**src/rtl/trap_pkg.sv**
```systemverilog
// Shared definitions for the machine-mode trap controller: FSM state encoding,
// instruction class, CSR addresses, cause codes, mstatus/mie bit positions and
// the helpers that compute the mstatus value written on trap entry/exit.
package trap_pkg;

    typedef enum logic [3:0] {
        IDLE,
        W_MEPC,
        W_MCAUSE,
        R_MST,
        W_MST,
        R_MTVEC,
        R_MEPC,
        CHK_MST,
        CHK_MIE,
        REDIR
    } trap_state_e;

    // Class of the sequence in flight, latched when the instruction is accepted
    typedef enum logic [1:0] {
        CLS_NONE,
        CLS_ECALL,
        CLS_IRQ,
        CLS_MRET
    } trap_cls_e;

    localparam logic [11:0] CSR_MSTATUS = 12'h300;
    localparam logic [11:0] CSR_MIE     = 12'h304;
    localparam logic [11:0] CSR_MTVEC   = 12'h305;
    localparam logic [11:0] CSR_MEPC    = 12'h341;
    localparam logic [11:0] CSR_MCAUSE  = 12'h342;

    localparam logic [63:0] CAUSE_ECALL_M = 64'd11;
    localparam logic [63:0] CAUSE_MTI     = 64'h8000_0000_0000_0007;

    localparam int MST_MIE    = 3;
    localparam int MST_MPIE   = 7;
    localparam int MST_MPP_LO = 11;
    localparam int MST_MPP_HI = 12;
    localparam int MIE_MTIE   = 7;

    // Trap entry: stash the interrupt enable in MPIE, disable interrupts, MPP = M
    function automatic logic [63:0] mstatus_on_trap(input logic [63:0] old_mst);
        logic [63:0] v;
        v                         = old_mst;
        v[MST_MPIE]               = old_mst[MST_MIE];
        v[MST_MIE]                = 1'b0;
        v[MST_MPP_HI:MST_MPP_LO]  = 2'b11;
        return v;
    endfunction

    // Trap return: restore the interrupt enable from MPIE and set MPIE again
    function automatic logic [63:0] mstatus_on_mret(input logic [63:0] old_mst);
        logic [63:0] v;
        v           = old_mst;
        v[MST_MIE]  = old_mst[MST_MPIE];
        v[MST_MPIE] = 1'b1;
        return v;
    endfunction

    // mcause value for a trap of the given class
    function automatic logic [63:0] cause_for(input trap_cls_e cls);
        return (cls == CLS_IRQ) ? CAUSE_MTI : CAUSE_ECALL_M;
    endfunction

endpackage

```
**src/rtl/trap_ctrl_if.sv**
```systemverilog
// Bundle of everything the trap controller exchanges with the pipeline and the
// CSR file. The controller sits on the slave side; the pipeline/CSR file (or a
// testbench) drives the master side.
interface trap_ctrl_if;

    logic        ex_valid;
    logic        ex_ready;
    logic        ex_ecall;
    logic        ex_mret;
    logic [63:0] ex_pc;
    logic [63:0] ex_next_pc;
    logic        irq_mtip;

    logic [11:0] csr_id;
    logic        csr_re;
    logic        csr_we;
    logic [63:0] csr_wdata;
    logic [63:0] csr_rdata;

    logic        redirect_valid;
    logic [63:0] redirect_pc;
    logic        busy;

    modport slave (
        input  ex_valid, ex_ecall, ex_mret, ex_pc, ex_next_pc, irq_mtip, csr_rdata,
        output ex_ready, csr_id, csr_re, csr_we, csr_wdata,
               redirect_valid, redirect_pc, busy
    );

    modport master (
        output ex_valid, ex_ecall, ex_mret, ex_pc, ex_next_pc, irq_mtip, csr_rdata,
        input  ex_ready, csr_id, csr_re, csr_we, csr_wdata,
               redirect_valid, redirect_pc, busy
    );

endinterface

```
**src/rtl/trap_ctrl.sv**
```systemverilog
// Machine-mode trap controller. Accepts one committing instruction at a time
// and, for ecall, a taken timer interrupt or mret, walks the CSR file one
// access per cycle (mepc/mcause/mstatus/mtvec) before issuing a single-cycle
// PC redirect. CSR port and redirect outputs are registered; the CSR file
// returns read data combinationally in the cycle the read is presented, so
// read results are consumed on the edge that leaves the reading state.
module trap_ctrl
    import trap_pkg::*;
(
    input  logic         clk,
    input  logic         rst,
    trap_ctrl_if.slave   bus
);

    trap_state_e r_state;
    trap_cls_e   r_cls;
    logic [63:0] r_epc;
    logic        r_mst_mie;
    logic [63:0] r_target;

    logic        r_csr_re;
    logic        r_csr_we;
    logic [11:0] r_csr_id;
    logic [63:0] r_csr_wdata;
    logic        r_redirect_valid;
    logic [63:0] r_redirect_pc;

    logic        w_idle;
    logic        w_xfer;

    assign w_idle = (r_state == IDLE);
    assign w_xfer = bus.ex_valid & bus.ex_ready;

    // Handshake and status are plain decodes of the state; ready also drops while reset is held
    always_comb begin
        bus.ex_ready       = w_idle & rst;
        bus.busy           = ~w_idle;
        bus.csr_re         = r_csr_re;
        bus.csr_we         = r_csr_we;
        bus.csr_id         = r_csr_id;
        bus.csr_wdata      = r_csr_wdata;
        bus.redirect_valid = r_redirect_valid;
        bus.redirect_pc    = r_redirect_pc;
    end

    // Sequencer: each transition also loads the CSR/redirect outputs for the state being entered
    always_ff @(posedge clk) begin
        if (!rst) begin
            r_state          <= IDLE;
            r_cls            <= CLS_NONE;
            r_epc            <= '0;
            r_mst_mie        <= 1'b0;
            r_target         <= '0;
            r_csr_re         <= 1'b0;
            r_csr_we         <= 1'b0;
            r_csr_id         <= '0;
            r_csr_wdata      <= '0;
            r_redirect_valid <= 1'b0;
            r_redirect_pc    <= '0;
        end else begin
            r_csr_re         <= 1'b0;
            r_csr_we         <= 1'b0;
            r_csr_id         <= '0;
            r_csr_wdata      <= '0;
            r_redirect_valid <= 1'b0;
            r_redirect_pc    <= '0;

            case (r_state)
                IDLE: begin
                    if (w_xfer) begin
                        r_epc <= bus.ex_next_pc;
                        if (bus.ex_mret) begin
                            r_cls    <= CLS_MRET;
                            r_state  <= R_MEPC;
                            r_csr_re <= 1'b1;
                            r_csr_id <= CSR_MEPC;
                        end else if (bus.ex_ecall) begin
                            r_cls       <= CLS_ECALL;
                            r_state     <= W_MEPC;
                            r_csr_we    <= 1'b1;
                            r_csr_id    <= CSR_MEPC;
                            r_csr_wdata <= bus.ex_pc;
                        end else if (bus.irq_mtip) begin
                            r_cls    <= CLS_IRQ;
                            r_state  <= CHK_MST;
                            r_csr_re <= 1'b1;
                            r_csr_id <= CSR_MSTATUS;
                        end
                    end
                end

                CHK_MST: begin
                    r_mst_mie <= bus.csr_rdata[MST_MIE];
                    r_state   <= CHK_MIE;
                    r_csr_re  <= 1'b1;
                    r_csr_id  <= CSR_MIE;
                end

                CHK_MIE: begin
                    if (r_mst_mie && bus.csr_rdata[MIE_MTIE]) begin
                        r_state     <= W_MEPC;
                        r_csr_we    <= 1'b1;
                        r_csr_id    <= CSR_MEPC;
                        r_csr_wdata <= r_epc;
                    end else begin
                        r_state <= IDLE;
                    end
                end

                W_MEPC: begin
                    r_state     <= W_MCAUSE;
                    r_csr_we    <= 1'b1;
                    r_csr_id    <= CSR_MCAUSE;
                    r_csr_wdata <= cause_for(r_cls);
                end

                W_MCAUSE: begin
                    r_state  <= R_MST;
                    r_csr_re <= 1'b1;
                    r_csr_id <= CSR_MSTATUS;
                end

                R_MEPC: begin
                    r_target <= bus.csr_rdata;
                    r_state  <= R_MST;
                    r_csr_re <= 1'b1;
                    r_csr_id <= CSR_MSTATUS;
                end

                R_MST: begin
                    r_state     <= W_MST;
                    r_csr_we    <= 1'b1;
                    r_csr_id    <= CSR_MSTATUS;
                    r_csr_wdata <= (r_cls == CLS_MRET) ? mstatus_on_mret(bus.csr_rdata)
                                                       : mstatus_on_trap(bus.csr_rdata);
                end

                W_MST: begin
                    if (r_cls == CLS_MRET) begin
                        r_state          <= REDIR;
                        r_redirect_valid <= 1'b1;
                        r_redirect_pc    <= r_target;
                    end else begin
                        r_state  <= R_MTVEC;
                        r_csr_re <= 1'b1;
                        r_csr_id <= CSR_MTVEC;
                    end
                end

                R_MTVEC: begin
                    r_target         <= bus.csr_rdata;
                    r_state          <= REDIR;
                    r_redirect_valid <= 1'b1;
                    r_redirect_pc    <= {bus.csr_rdata[63:2], 2'b00};
                end

                REDIR: begin
                    r_state <= IDLE;
                end

                default: begin
                    r_state <= IDLE;
                end
            endcase
        end
    end

endmodule

```
**src/flat_wrapper.sv**
```systemverilog
// flat-port wrapper written by rule: the top's interface ports become plain ports
module trap_ctrl_flat import trap_pkg::*;
  (clk, rst, bus_ex_valid, bus_ex_ecall, bus_ex_mret, bus_ex_pc, bus_ex_next_pc, bus_irq_mtip, bus_csr_rdata, bus_ex_ready, bus_csr_id, bus_csr_re, bus_csr_we, bus_csr_wdata, bus_redirect_valid, bus_redirect_pc, bus_busy);
  trap_ctrl_if bus_i ();
  input  logic clk;
  input  logic rst;
  input wire logic [$bits(bus_i.ex_valid)-1:0] bus_ex_valid;
  input wire logic [$bits(bus_i.ex_ecall)-1:0] bus_ex_ecall;
  input wire logic [$bits(bus_i.ex_mret)-1:0] bus_ex_mret;
  input wire logic [$bits(bus_i.ex_pc)-1:0] bus_ex_pc;
  input wire logic [$bits(bus_i.ex_next_pc)-1:0] bus_ex_next_pc;
  input wire logic [$bits(bus_i.irq_mtip)-1:0] bus_irq_mtip;
  input wire logic [$bits(bus_i.csr_rdata)-1:0] bus_csr_rdata;
  output wire logic [$bits(bus_i.ex_ready)-1:0] bus_ex_ready;
  output wire logic [$bits(bus_i.csr_id)-1:0] bus_csr_id;
  output wire logic [$bits(bus_i.csr_re)-1:0] bus_csr_re;
  output wire logic [$bits(bus_i.csr_we)-1:0] bus_csr_we;
  output wire logic [$bits(bus_i.csr_wdata)-1:0] bus_csr_wdata;
  output wire logic [$bits(bus_i.redirect_valid)-1:0] bus_redirect_valid;
  output wire logic [$bits(bus_i.redirect_pc)-1:0] bus_redirect_pc;
  output wire logic [$bits(bus_i.busy)-1:0] bus_busy;
  assign bus_i.ex_valid = bus_ex_valid;
  assign bus_i.ex_ecall = bus_ex_ecall;
  assign bus_i.ex_mret = bus_ex_mret;
  assign bus_i.ex_pc = bus_ex_pc;
  assign bus_i.ex_next_pc = bus_ex_next_pc;
  assign bus_i.irq_mtip = bus_irq_mtip;
  assign bus_i.csr_rdata = bus_csr_rdata;
  assign bus_ex_ready = bus_i.ex_ready;
  assign bus_csr_id = bus_i.csr_id;
  assign bus_csr_re = bus_i.csr_re;
  assign bus_csr_we = bus_i.csr_we;
  assign bus_csr_wdata = bus_i.csr_wdata;
  assign bus_redirect_valid = bus_i.redirect_valid;
  assign bus_redirect_pc = bus_i.redirect_pc;
  assign bus_busy = bus_i.busy;
  trap_ctrl u_core (.clk(clk), .rst(rst), .bus(bus_i));
endmodule
```
**config.mk**
```make
export PLATFORM = sky130hd
export DESIGN_NAME = trap_ctrl_flat
export DESIGN_NICKNAME = d
export VERILOG_FILES = /design/src/rtl/trap_pkg.sv /design/src/rtl/trap_ctrl_if.sv /design/src/rtl/trap_ctrl.sv /design/src/flat_wrapper.sv
export SDC_FILE = /design/constraint.sdc
export NUM_CORES = 1
export LEC_CHECK = 0
export CORE_MARGIN = 1
export CORE_UTILIZATION = 49
export DETAILED_ROUTE_END_ITERATION = 12
export PLACE_DENSITY = 0.87
export SYNTH_ARGS = -nofsm -noshare
export SYNTH_HDL_FRONTEND = slang
export SYNTH_SLANG_ARGS = --single-unit
```
**constraint.sdc**
```tcl
create_clock -name clk -period 3.9 [get_ports clk]
set_input_delay 0.975 -clock clk [delete_from_list [all_inputs] [get_ports clk]]
set_output_delay 0.975 -clock clk [all_outputs]
set_load 0.02 [all_outputs]
```
### Yosys cells after proc, flatten, opt, wreduce, memory -nomap -nowiden

Index checks and enable logic that the tools add are counted.

| storage, ports and cells | value |
|---|---|
| bits in registers | 278 |
| latch bits | 0 |
| bits in writable memories | 0 |
| memory bits (read-only) | 0 |
| bits of input ports | 198 |
| memories | 0 |

| cells by class | value |
|---|---|
| add/subtract/negate cells | 0 |
| multipliers | 0 |
| div/mod/pow operators | 0 |
| $lt $le $gt $ge | 0 |
| eq/ne operators | 12 |
| shifts and indexed selects | 0 |
| muxes and demuxes | 39 |
| bitwise logic cells | 3 |
| reductions and logical operators | 11 |

Operators by type and width:

| cell | number |
|---|---|
| $mux W64 | 6 |
| $pmux W64 S4 | 1 |
| $pmux W64 S2 | 1 |
| $pmux W12 S6 | 1 |
| $mux W12 | 3 |
| $pmux W4 S8 | 1 |
| $mux W10 | 3 |
| $mux W4 | 5 |
| $eq A4 B3 Y1 const B | 4 |
| $mux W13 | 1 |
| $mux W1 | 11 |
| $eq A4 B2 Y1 const B | 2 |
| $mux W2 | 3 |
| $pmux W1 S3 | 2 |
| $reduce_or A2 Y1 | 3 |
| $reduce_or A3 Y1 | 2 |
| $eq A2 B2 Y1 const B | 2 |
| $eq A4 B1 Y1 const B | 1 |
| $eq A4 B4 Y1 const B | 1 |
| $logic_not A4 Y1 | 1 |
| $ne A4 B4 Y1 const B | 1 |
| $reduce_and A2 Y1 | 2 |
| $reduce_and A3 Y1 | 1 |
| $reduce_bool A3 Y1 | 1 |
| other kinds (5) | 6 |

### Depth between registers and ports, before layout

Gate-level depths: netlist of the first run.

| depth | value |
|---|---|
| depth after elaboration | 5 |
| gate-level depth with buffers | 8 |
| depth with buffers taken out | 5 |

### Least setup slack after synthesis of the first run

No wires, ideal clock.

| timing path | value |
|---|---|
| path type | input to output |
| start | input port rst |
| end | output port bus_ex_ready |
| arrival time | 1.654 ns |
| data required time | 2.925 ns |
| setup slack | 1.271 ns |
| stages on the path | 3 |
| path buffers | 2 |
| path through | clkbuf_1 > clkbuf_1 > and2_1 |

| between the ends | value |
|---|---|
| cells in the longest elaborated chain, start to end | 1 |

RTL lines:

| element | RTL line | RTL |
|---|---|---|
| start: declaration | flat_wrapper.sv:6 | `input logic rst;` |
| $and A1 B1 Y1 | trap_ctrl.sv:36 | `bus.ex_ready = w_idle & rst;` |
| end: declaration | flat_wrapper.sv:14 | `output wire logic [$bits(bus_i.ex_ready)-1:0] bus_ex_ready;` |

Every way passes these cells.

### Worst setup path after layout of the first run

| timing path | value |
|---|---|
| start | register u_core.r_state[1] |
| end | output port bus_ex_ready |

| between the ends | value |
|---|---|
| cells in the longest elaborated chain, start to end | 2 |

RTL lines:

| element | RTL line | RTL |
|---|---|---|
| start: declaration | trap_ctrl.sv:15 | `trap_state_e r_state;` |
| start signal: assignment | trap_ctrl.sv:49 | `r_state <= IDLE;` |
| start signal: assignment | trap_ctrl.sv:74 | `r_state <= R_MEPC;` |
| start signal: assignment | trap_ctrl.sv:79 | `r_state <= W_MEPC;` |
| $logic_not A4 Y1 | trap_ctrl.sv:31 | `assign w_idle = (r_state == IDLE);` |
| $and A1 B1 Y1 | trap_ctrl.sv:36 |  |

Every way passes these cells.

==> results of run 1 <==
## final cells by class
cell class              instances  share of cell area
clock buffers                  43              0.0606
clock inverters                 5             0.00203
inverters                       6             0.00159
repair buffers                353               0.250
well taps                     265              0.0234
flip-flops and latches        271               0.383
multi-input cells             730               0.279
## cell families after synthesis
logic type      after synthesis
compound gates              284
xor+xnor                      1
buf+inv                     109
flops                       271
mux                           1
other cells                   1
simple gates                438
## routing by layer
layer	wire length [microns]	part of all wire
met3	2650	0.087
met2	15500	0.51
met4	1230	0.040
met1	11200	0.37
met5	0	0
## registers in the layout, indices dropped and copies added (netlist names), 2 cells and up
name,cells
u_core.bus.csr_id,5
u_core.bus.csr_wdata,64
u_core.bus.redirect_pc,64
u_core.r_cls,2
u_core.r_epc,64
u_core.r_state,4
u_core.r_target,64
## worst max path at each step
stage                            startpoint                        to  cells past startpoint  slack (ns)
after floorplan                         rst              bus_ex_ready                      3        1.27
after global placement     bus_csr_rdata[7]   u_core.bus.csr_wdata[3]                      5        1.09
final                     u_core.r_state[1]              bus_ex_ready                      3        0.68
after global routing      u_core.r_state[1]              bus_ex_ready                      3        0.59
after detailed placement   bus_csr_rdata[7]  u_core.bus.csr_wdata[11]                      5        1.02
after CTS                 u_core.r_state[1]              bus_ex_ready                      3        0.67
## worst max-delay path: stages (launching register included)
cell	delay (ns)
dfxtp_1	0.52
nor4_4	0.41
and2_1	0.18
clkdlybuf4s50_1	0.60
## through the flow
| step | instance area (sq um) | instances | hold WS (ns) |
|---|---|---|---|
| after floorplan | 9860 | 1110 | 0.435 |
| after global placement | 13300 | 1625 | 0.443 |
| after detailed placement | 13300 | 1625 | 0.452 |
| after CTS | 14200 | 1673 | 0.459 |
| after global routing | 14200 | 1673 | 0.474 |
| final | 14200 | 1673 | 0.456 |
## power by group through the flow
| stage | combinational, W | sequential (W) | clock [W] |
|---|---|---|---|
| finish | 0.00177 | 0.00339 | 0.00256 |
| global route | 0.00193 | 0.00343 | 0.00270 |
| CTS | 0.00176 | 0.00338 | 0.00258 |
| detailed placement | 0.00174 | 0.00344 | 0 |
| global placement | 0.00170 | 0.00342 | 0 |
| floorplan | 0.00101 | 0.00344 | 0 |
## Yosys cell counts, drive strengths merged, types with 6 or more instances
cell type	instances	area, sq um
o21ai	71	355
a21boi	65	488
clkbuf	42	158
a22oi	64	480
dfxtp	271	5430
a222oi	60	601
nand2b	8	50.1
nor2	133	507
nand2	271	1020
inv	6	22.5
buf	61	357
nor3	8	50.1
## placed cells by master (no fill, tap or decap), drive strengths merged, types with 3 or more instances in the layout
cell           count
a21boi            65
a21oi              5
a222oi            60
a22oi             64
a31oi              5
and2               3
buf               18
clkbuf            43
clkdlybuf4s50    335
clkinv             4
conb               6
dfxtp            271
inv                7
nand2            271
nand2b             8
nor2             133
nor2b              5
nor3               8
o21a               3
o21ai             71
==> metrics.yaml, run 1 <==
pwr:
  powerDensity_mw_per_mm2: 546
  p_comb_frac: 0.229
  ir_drop_mv: 0.374
  power_w: 0.00772
  sw_frac_of_total: 0.305
  power.share.clock: 0.331
  p_switching_w: 0.00236
  seq_power_share: 0.439
  internal_power_w: 0.00536
  p_leak_nw: 4.84
final_layout:
  n_fill_cell: 1430
  regArea_sq_mm: 0.00543
  multi_input_area_sq_mm: 0.00395
  layout-drive-gt1-share: 0.0518
  nets: 1588
  area_growth_pct: 43.8
  n_antenna_cell: 0
  post-route-util: 0.722
synth:
  synth_mux_area_frac: 0.00102
  synth_flop_cell: "dfxtp_1"
  syn_area_per_cell_sq_um: 8.91
  ys_async_sr_fraction: 0
  yosysSeqAreaShare: 0.551
  yosysUniqueCellTypes: 45
  yosys_warnings: 0
  yosys.area_share.simple: 0.179
  synth_cells: 1105
  synth_top_family_by_area: "compound AO/OA/AOI/OAI gates"
  synth_xor_area_frac: 0.000890
  synth_edf_count: 0
  ys_ff_latch: 271
  synth_compound_area_frac: 0.213
  synth_fa_ha_area_frac: 0
  syn-cell-area_sq_mm: 0.00984
sta:
  finalMaxSlewViolations: 0
  max_freq_mhz: 310
  rsz0062_at_grt: "no"
  worstMarginPinSlew_ns: 0.859
  slew_headroom: 0.427
  fin_crit_sh: 0.826
  fin_crit_ns: 3.22
  setup_viol: 0
  tns_ns: 0
  finalHoldViolCount: 0
  fin_skew_ns: 0.00602
  post-route-worst-setup-slack_ns: 0.679
min_path:
  hold_end: "u_core.r_epc[63]"
  hold_path_class: "register to register"
  holdCritStartpoint: "u_core.r_epc[63]"
  min_path_cells: 2
flow_run:
  max_cap_violations: 0
floorplan:
  fp.dieW_microns: 144
  core_area_sq_mm: 0.0196
  die_height_microns: 144
  die_area_sq_mm: 0.0207
  ios: 343
  initial_utilization: 0.502
  rows: 51
global_route:
  grt_max_degree: 88
  gr-usage-met3: 0.0600
  grt_overflow: 0
  busiest_layer: "met2"
  use_met2: 0.517
  antenna_found_initial: 0
  grtUsageMet1: 0.316
  grt_pass1_wl_mm: 46.3
  grt_pass1_vias: 9187
  gr-usage-all-layers: 0.285
detailed_routing:
  vias: 9458
  firstDrtPassIters: 7
  antenna_left: 0
  drc: 0
  first_iter_violations: 890
  via_per_inst: 5.65
  wl_per_cell_microns: 18.3
  routed_wl_mm: 30.6
setup_path:
  startpoint_type: "register"
  worst-endpoint-arrival_ns: 2.25
  cp_max_fo: 19
  reg2reg_from: "u_core.r_state[1]"
  required_ns: 2.92
  r2r-end: "u_core.r_target[0]"
  rr_worst_depth: 5
  worstSetupPathType: "register to output port"
  ff2ff_setup_slack_ns: 1.36
  end_kind: "output port"
clocking:
  worst_skew_pair.late_latency_ns: 0.53
  htree_levels: 1
  cts.repair.resized: 0
  cts.sink_count: 271
  cts_tree: "yes"
  cts_buffer_depth: 3
  clk_pin_slew_ns: 0.06
  root_buffer: "clkbuf_16"
  cts_buffers: 28
  cts_hold_buf: 0
  cts_setup_buffers: 0
place:
  place_hpwl_mm: 19.8
  portBuffers: 336
  post-place-ws_ns: 1.02
  place_congestion: 0.841
run_status:
  outcome: "finished clean"
No activity file was read; power rests on OpenSTA's default activity.
==> run 2: changes to the inputs <==
--- a/config.mk
+++ b/config.mk
@@ -6,9 +6,9 @@
 export NUM_CORES = 1
 export LEC_CHECK = 0
 export CORE_MARGIN = 1
-export CORE_UTILIZATION = 49
+export CORE_UTILIZATION = 41
 export DETAILED_ROUTE_END_ITERATION = 12
-export PLACE_DENSITY = 0.87
+export PLACE_DENSITY = 0.78
 export SYNTH_ARGS = -nofsm -noshare
 export SYNTH_HDL_FRONTEND = slang
 export SYNTH_SLANG_ARGS = --single-unit
==> constraint.sdc (replaced) <==
create_clock -name clk -period 2.7 [get_ports clk]
set_input_delay 0.675 -clock clk [delete_from_list [all_inputs] [get_ports clk]]
set_output_delay 0.675 -clock clk [all_outputs]
set_load 0.02 [all_outputs]
==> run 2 against run 1 <==
First-iteration DRC count decreased by 1.6%. Highest routed layer unchanged. Global-route usage decreased by 4.4 points. Largest cell class unchanged. Sequential cell count unchanged. Clock power increased by 57%. Largest power group unchanged. Worst hold slack got worse by 0.00078 ns. Register-to-register slack got worse by 0.69 ns. Critical path depth unchanged. Clock skew increased by 0.0018 ns. Sequential share of layout area decreased by 0.67 points. Setup slack got worse by 0.63 ns. Cell area increased by 1.8%. Clock-buffer cell count decreased by 2.
==> metrics.yaml, run 2 (same netlist as run 1, synthesis figures left out) <==
run_status:
  outcome: "finished clean"
pwr:
  ir_drop_mv: 0.504  # +35%
  p_leak_nw: 4.93  # +1.8%
  powerDensity_mw_per_mm2: 800  # +47%
sta:
  worstMarginPinSlew_ns: 0.882  # +0.0228 ns
  max_freq_mhz: 377
  setup_viol: 0  # unchanged
  hold_slack_ns: 0.456  # -0.000783 ns
  fin_crit_sh: 0.982
  rsz0062_at_grt: "no"
  slew_headroom: 0.412  # -0.0152
  finalHoldViolCount: 0  # unchanged
  finalMaxSlewViolations: 0  # unchanged
  fin_skew_ns: 0.00784  # +0.00182 ns
  fin_crit_ns: 2.65
  tns_ns: 0  # unchanged
setup_path:
  crit_chain: "nor4_4 -> inv_2 -> clkdlybuf4s50_1"
  slowest_stage: "clkdlybuf4s50_1"
  required_ns: 2.03  # -0.89 ns
  end_kind: "output port"
  crit_path_max_incr_delay_ns: 0.59  # about the same
  cp_max_fo: 13  # -6
  worst-endpoint-arrival_ns: 1.98  # -0.27 ns
  startpoint_type: "register"
  worstSetupPathType: "register to output port"
detailed_routing:
  via_per_inst: 5.31  # -6.1%
  routed_wl_mm: 30.4  # -0.57%
  vias: 9230  # -2.4%
  firstDrtPassIters: 6  # -1
  wl_per_cell_microns: 17.5  # -4.3%
  antenna_left: 0  # unchanged
  drc: 0  # unchanged
  first_iter_violations: 876  # -1.6%
floorplan:
  die_height_microns: 157  # +9.2%
  rows: 56  # +9.8%
  ios: 343  # unchanged
  initial_utilization: 0.418  # -0.0844
  fp.dieW_microns: 157  # +9.2%
  die_area_sq_mm: 0.0246  # +19%
  core_area_sq_mm: 0.0235  # +20%
global_route:
  grtUsageMet1: 0.277  # -0.0389
  antenna_found_initial: 1  # +1
  grt_overflow: 0  # unchanged
  grt_pass1_vias: 9111  # -0.83%
  grt_pass1_wl_mm: 47.0  # +1.6%
  gr-usage-all-layers: 0.241  # -0.0437
  grt_max_degree: 88  # unchanged
  gr-usage-met3: 0.0551  # -0.00491
  use_met2: 0.423  # -0.0943
  busiest_layer: "met2"
clocking:
  cts.sink_count: 271  # unchanged
  cts_buffer_depth: 3  # unchanged
  clk_pin_slew_ns: 0.06  # about the same
  worst_skew_pair.late_latency_ns: 0.53  # about the same
  cts_tree: "yes"
  htree_levels: 1  # unchanged
  root_buffer: "clkbuf_16"
  cts_buffers: 28  # unchanged
place:
  place_hpwl_mm: 19.8  # -0.18%
  portBuffers: 336  # unchanged
  place_congestion: 0.835  # -0.63%
final_layout:
  nets: 1595  # +0.44%
  mostFrequentLayoutCells: "334 x clkdlybuf4s50_1, 270 x nand2_1, 269 x dfxtp_1, 132 x nor2_1, 68 x o21ai_0"
  layout_commonest_cell: "clkdlybuf4s50_1"
  n_fill_cell: 2009  # +40%
  area_growth_pct: 46.4
  layout-drive-gt1-share: 0.0606  # +0.00876
  post-route-util: 0.612  # -0.110
min_path:
  hold_path_class: "register to register"
flow_run:
  max_cap_violations: 0  # unchanged
-- run 2: layout make-up --
class	count	area, sq um	share of cell area
tap	319	399	0.0277
multi-input combinational	730	3960	0.274
antenna	1	2.50	0.000174
timing repair buffer	360	3630	0.252
inverter	6	22.5	0.00156
clock buffer	41	831	0.0577
sequential	271	5430	0.377
clock inverter	11	145	0.0101
-- run 2: power by group --
| part | switching [W] | total [W] | leakage, nW | internal [W] |
|---|---|---|---|---|
| Clock | 0.00160 | 0.00402 | 0.476 | 0.00242 |
| Combinational | 0.00157 | 0.00265 | 2.25 | 0.00107 |
| Sequential | 0.000317 | 0.00486 | 2.20 | 0.00454 |
-- run 2: repair_timing --
| item | 4_1_cts | 5_1_grt |
|---|---|---|
| gates resized for setup | 3 | 0 |
| hold buffers | 0 | 0 |
| endpoints found under the setup margin | 2 | 0 |
| buffers inserted | 1 | 0 |
-- run 2: per-layer routing --
layer  vias to the layer above  part of all wire  wire (microns)
li1                       4392                 -               -
met2                       423              0.48           14600
met4                         0             0.045            1380
met5                         -                 0               0
met1                      4333              0.39           11800
met3                        82             0.085            2600
-- run 2: stage by stage --
stage / cells / power [W] / setup WS, ns / instance area (sq um)
4_1_cts: 1738 / 0.0116 / 0.0518 / 14400
3_3_place_gp: 1685 / 0.00747 / 0.367 / 13400
5_1_grt: 1739 / 0.0121 / 0.00752 / 14400
3_5_place_dp: 1685 / 0.00755 / 0.319 / 13400
6_report: 1739 / 0.0115 / 0.0477 / 14400
2_1_floorplan: 1110 / 0.00643 / 0.671 / 9860
-- run 2: path summary, 6_finish.rpt --
path	start	end	slack, ns	depth (start not counted)
min	u_core.r_epc[19]	u_core.r_epc[19]	0.46	2
max reg2reg	u_core.r_state[1]	u_core.r_target[61]	0.67	6
max	u_core.r_state[0]	bus_busy	0.05	3
min reg2reg	u_core.r_epc[19]	u_core.r_epc[19]	0.46	2
-- run 2: worst max-delay path: cells and delay by family (launching register included) --
family	cells	cell delay [ns]
flip-flops	1	0.40
AND/OR/NAND/NOR	1	0.31
buffers and inverters	2	0.73
==> run 3: changes to the inputs <==
--- a/config.mk
+++ b/config.mk
@@ -9,6 +9,7 @@
 export CORE_UTILIZATION = 41
 export DETAILED_ROUTE_END_ITERATION = 12
 export PLACE_DENSITY = 0.78
+export REMOVE_ABC_BUFFERS = 1
 export SYNTH_ARGS = -nofsm -noshare
 export SYNTH_HDL_FRONTEND = slang
 export SYNTH_SLANG_ARGS = --single-unit
==> run 3 against run 2 <==
Global-route usage increased by 0.36 points. Final cell count rose by 0.17%. Fmax increased by 16%. Die area is the same. Sequential share of layout area is 0.29 points lower.
==> metrics.yaml, run 3 (same netlist as run 1, synthesis figures left out) <==
clocking:
  cts_tree: "yes"
  cts_buffers: 28  # unchanged
  htree_levels: 1  # unchanged
  cts.sink_count: 271  # unchanged
  cts_hold_buf: 0  # unchanged
  clk_pin_slew_ns: 0.06  # about the same
  root_buffer: "clkbuf_16"
  cts_buffer_depth: 3  # unchanged
  worst_skew_pair.late_latency_ns: 0.53  # about the same
setup_path:
  end_kind: "output port"
  worstSetupPathType: "register to output port"
  cp_max_fo: 13  # unchanged
  required_ns: 2.03  # about the same
  startpoint_type: "register"
  crit_chain: "nor4_4 -> and2_1 -> dlymetal6s2s_1"
  crit_family: "simple AND/OR/NAND/NOR gates"
  crit_path_max_incr_delay_ns: 0.39  # -0.20 ns
  timing.critical_path.buf_inv: 1  # -1
  slowest_stage: "dfxtp_2"
  worst-endpoint-arrival_ns: 1.62  # -0.36 ns
floorplan:
  initial_utilization: 0.418  # unchanged
  rows: 56  # unchanged
  fp.dieW_microns: 157  # unchanged
  die_height_microns: 157  # unchanged
  core_area_sq_mm: 0.0235  # unchanged
  ios: 343  # unchanged
  die_area_sq_mm: 0.0246  # unchanged
pwr:
  ir_drop_mv: 0.403  # -20%
  powerDensity_mw_per_mm2: 806  # +0.69%
  p_leak_nw: 5.00  # +1.5%
sta:
  setup_viol: 0  # unchanged
  finalHoldViolCount: 0  # unchanged
  fin_skew_ns: 0.00862  # +0.000774 ns
  fin_crit_sh: 0.850  # -0.132
  worstMarginPinSlew_ns: 0.909  # +0.0272 ns
  finalMaxSlewViolations: 0  # unchanged
  max_freq_mhz: 436  # +16%
  rsz0062_at_grt: "no"
  fin_crit_ns: 2.30  # -0.356 ns
  slew_headroom: 0.391  # -0.0204
detailed_routing:
  routed_wl_mm: 30.6  # +0.69%
  first_iter_violations: 799  # -8.8%
  antenna_left: 0  # unchanged
  via_per_inst: 5.34  # +0.66%
  drc: 0  # unchanged
  firstDrtPassIters: 9  # +3
  wl_per_cell_microns: 17.6  # +0.52%
  vias: 9307  # +0.83%
final_layout:
  layout-drive-gt1-share: 0.0654  # +0.00475
  nets: 1599  # +0.25%
  final_cells: 1742  # +0.17%
  mostFrequentLayoutCells: "333 x clkdlybuf4s50_1, 270 x nand2_1, 270 x dfxtp_1, 132 x nor2_1, 68 x o21ai_0"
  layout_commonest_cell: "clkdlybuf4s50_1"
  post-route-util: 0.617  # +0.00468
  design_area_sq_mm: 0.0145  # +0.76%
  area_growth_pct: 47.5
  n_antenna_cell: 0  # -1
global_route:
  grt_overflow: 0  # unchanged
  grt_max_degree: 84  # -4.5%
  antenna_found_initial: 1  # unchanged
  gr-usage-all-layers: 0.245  # +0.00363
  grt_pass1_vias: 8929  # -2.0%
  grt_pass1_wl_mm: 47.5  # +1.0%
place:
  place_hpwl_mm: 20.1  # +1.7%
  place_area_sq_mm: 0.0135  # +0.50%
  place_congestion: 0.880  # +5.3%
  dp_cells: 1689  # +0.24%
  portBuffers: 336  # unchanged
run_status:
  outcome: "finished clean"
flow_run:
  max_cap_violations: 0  # unchanged
min_path:
  hold_path_class: "register to register"
-- run 3: cell types whose count changed in the layout (fill, tap and decap cells not counted), sizes merged --
cell / delta
clkdlybuf4s50: -1
dlygate4sd2: -1
clkinv: +1
dlymetal6s2s: +2
clkbuf: -2
diode: -1
inv: -1
bufinv: +1
clkinvlp: +1
buf: +4
-- run 3: per-layer routing --
layer | share of wire | wire length, microns | vias to the layer above | GRT usage
met5 | 0.00039 | 12 | - | 0
met4 | 0.036 | 1100 | 2 | 0.0896
met3 | 0.094 | 2890 | 78 | 0.0669
met2 | 0.48 | 14600 | 446 | 0.414
met1 | 0.39 | 12000 | 4365 | 0.297
li1 | - | - | 4416 | -
-- run 3: cell type report --
type                       instances  area (sq um)
clock buffer                      39           843
clock inverter                    13           173
fill                            2008          9020
inverter                           6          22.5
multi-input combinational        730          3960
sequential                       271          5430
tap                              319           399
timing repair buffer             364          3700
-- run 3: path summary, 6_finish.rpt --
path	startpoint	end	slack, ns	cells past startpoint
min	u_core.r_epc[51]	u_core.r_epc[51]	0.46	2
max reg2reg	u_core.r_state[1]	u_core.r_target[60]	0.47	5
min reg2reg	u_core.r_epc[51]	u_core.r_epc[51]	0.46	2
max	u_core.r_state[0]	bus_ex_ready	0.40	3
-- run 3: timing repair --
item,in CTS,in global routing
setup buffers,1,0
setup endpoints to repair,2,2
pin swaps,1,0
gates resized for setup,1,2
-- run 3: worst min-delay path, cell delays in order, from the launching register on --
cell and delay [ns]:
dfxtp_1 0.31, nand2_1 0.05, o21ai_0 0.06
-- run 3: stage by stage --
step	TNS, ns	power (W)	worst slack [ns]	hold WS, ns
finish	0	0.0117	0.404	0.455
floorplan	-351.15	0.00623	-3.10	0.435
global placement	0	0.00754	0.398	0.444
CTS	0	0.0118	0.00816	0.460
detailed placement	0	0.00762	0.362	0.450
global route	0	0.0123	0.322	0.473
-- run 3: power breakdown --
group | total (W) | switching, W | internal (W)
Sequential | 0.00484 | 0.000295 | 0.00454
Clock | 0.00414 | 0.00158 | 0.00255
Combinational | 0.00272 | 0.00161 | 0.00111
Total | 0.0117 | 0.00349 | 0.00821
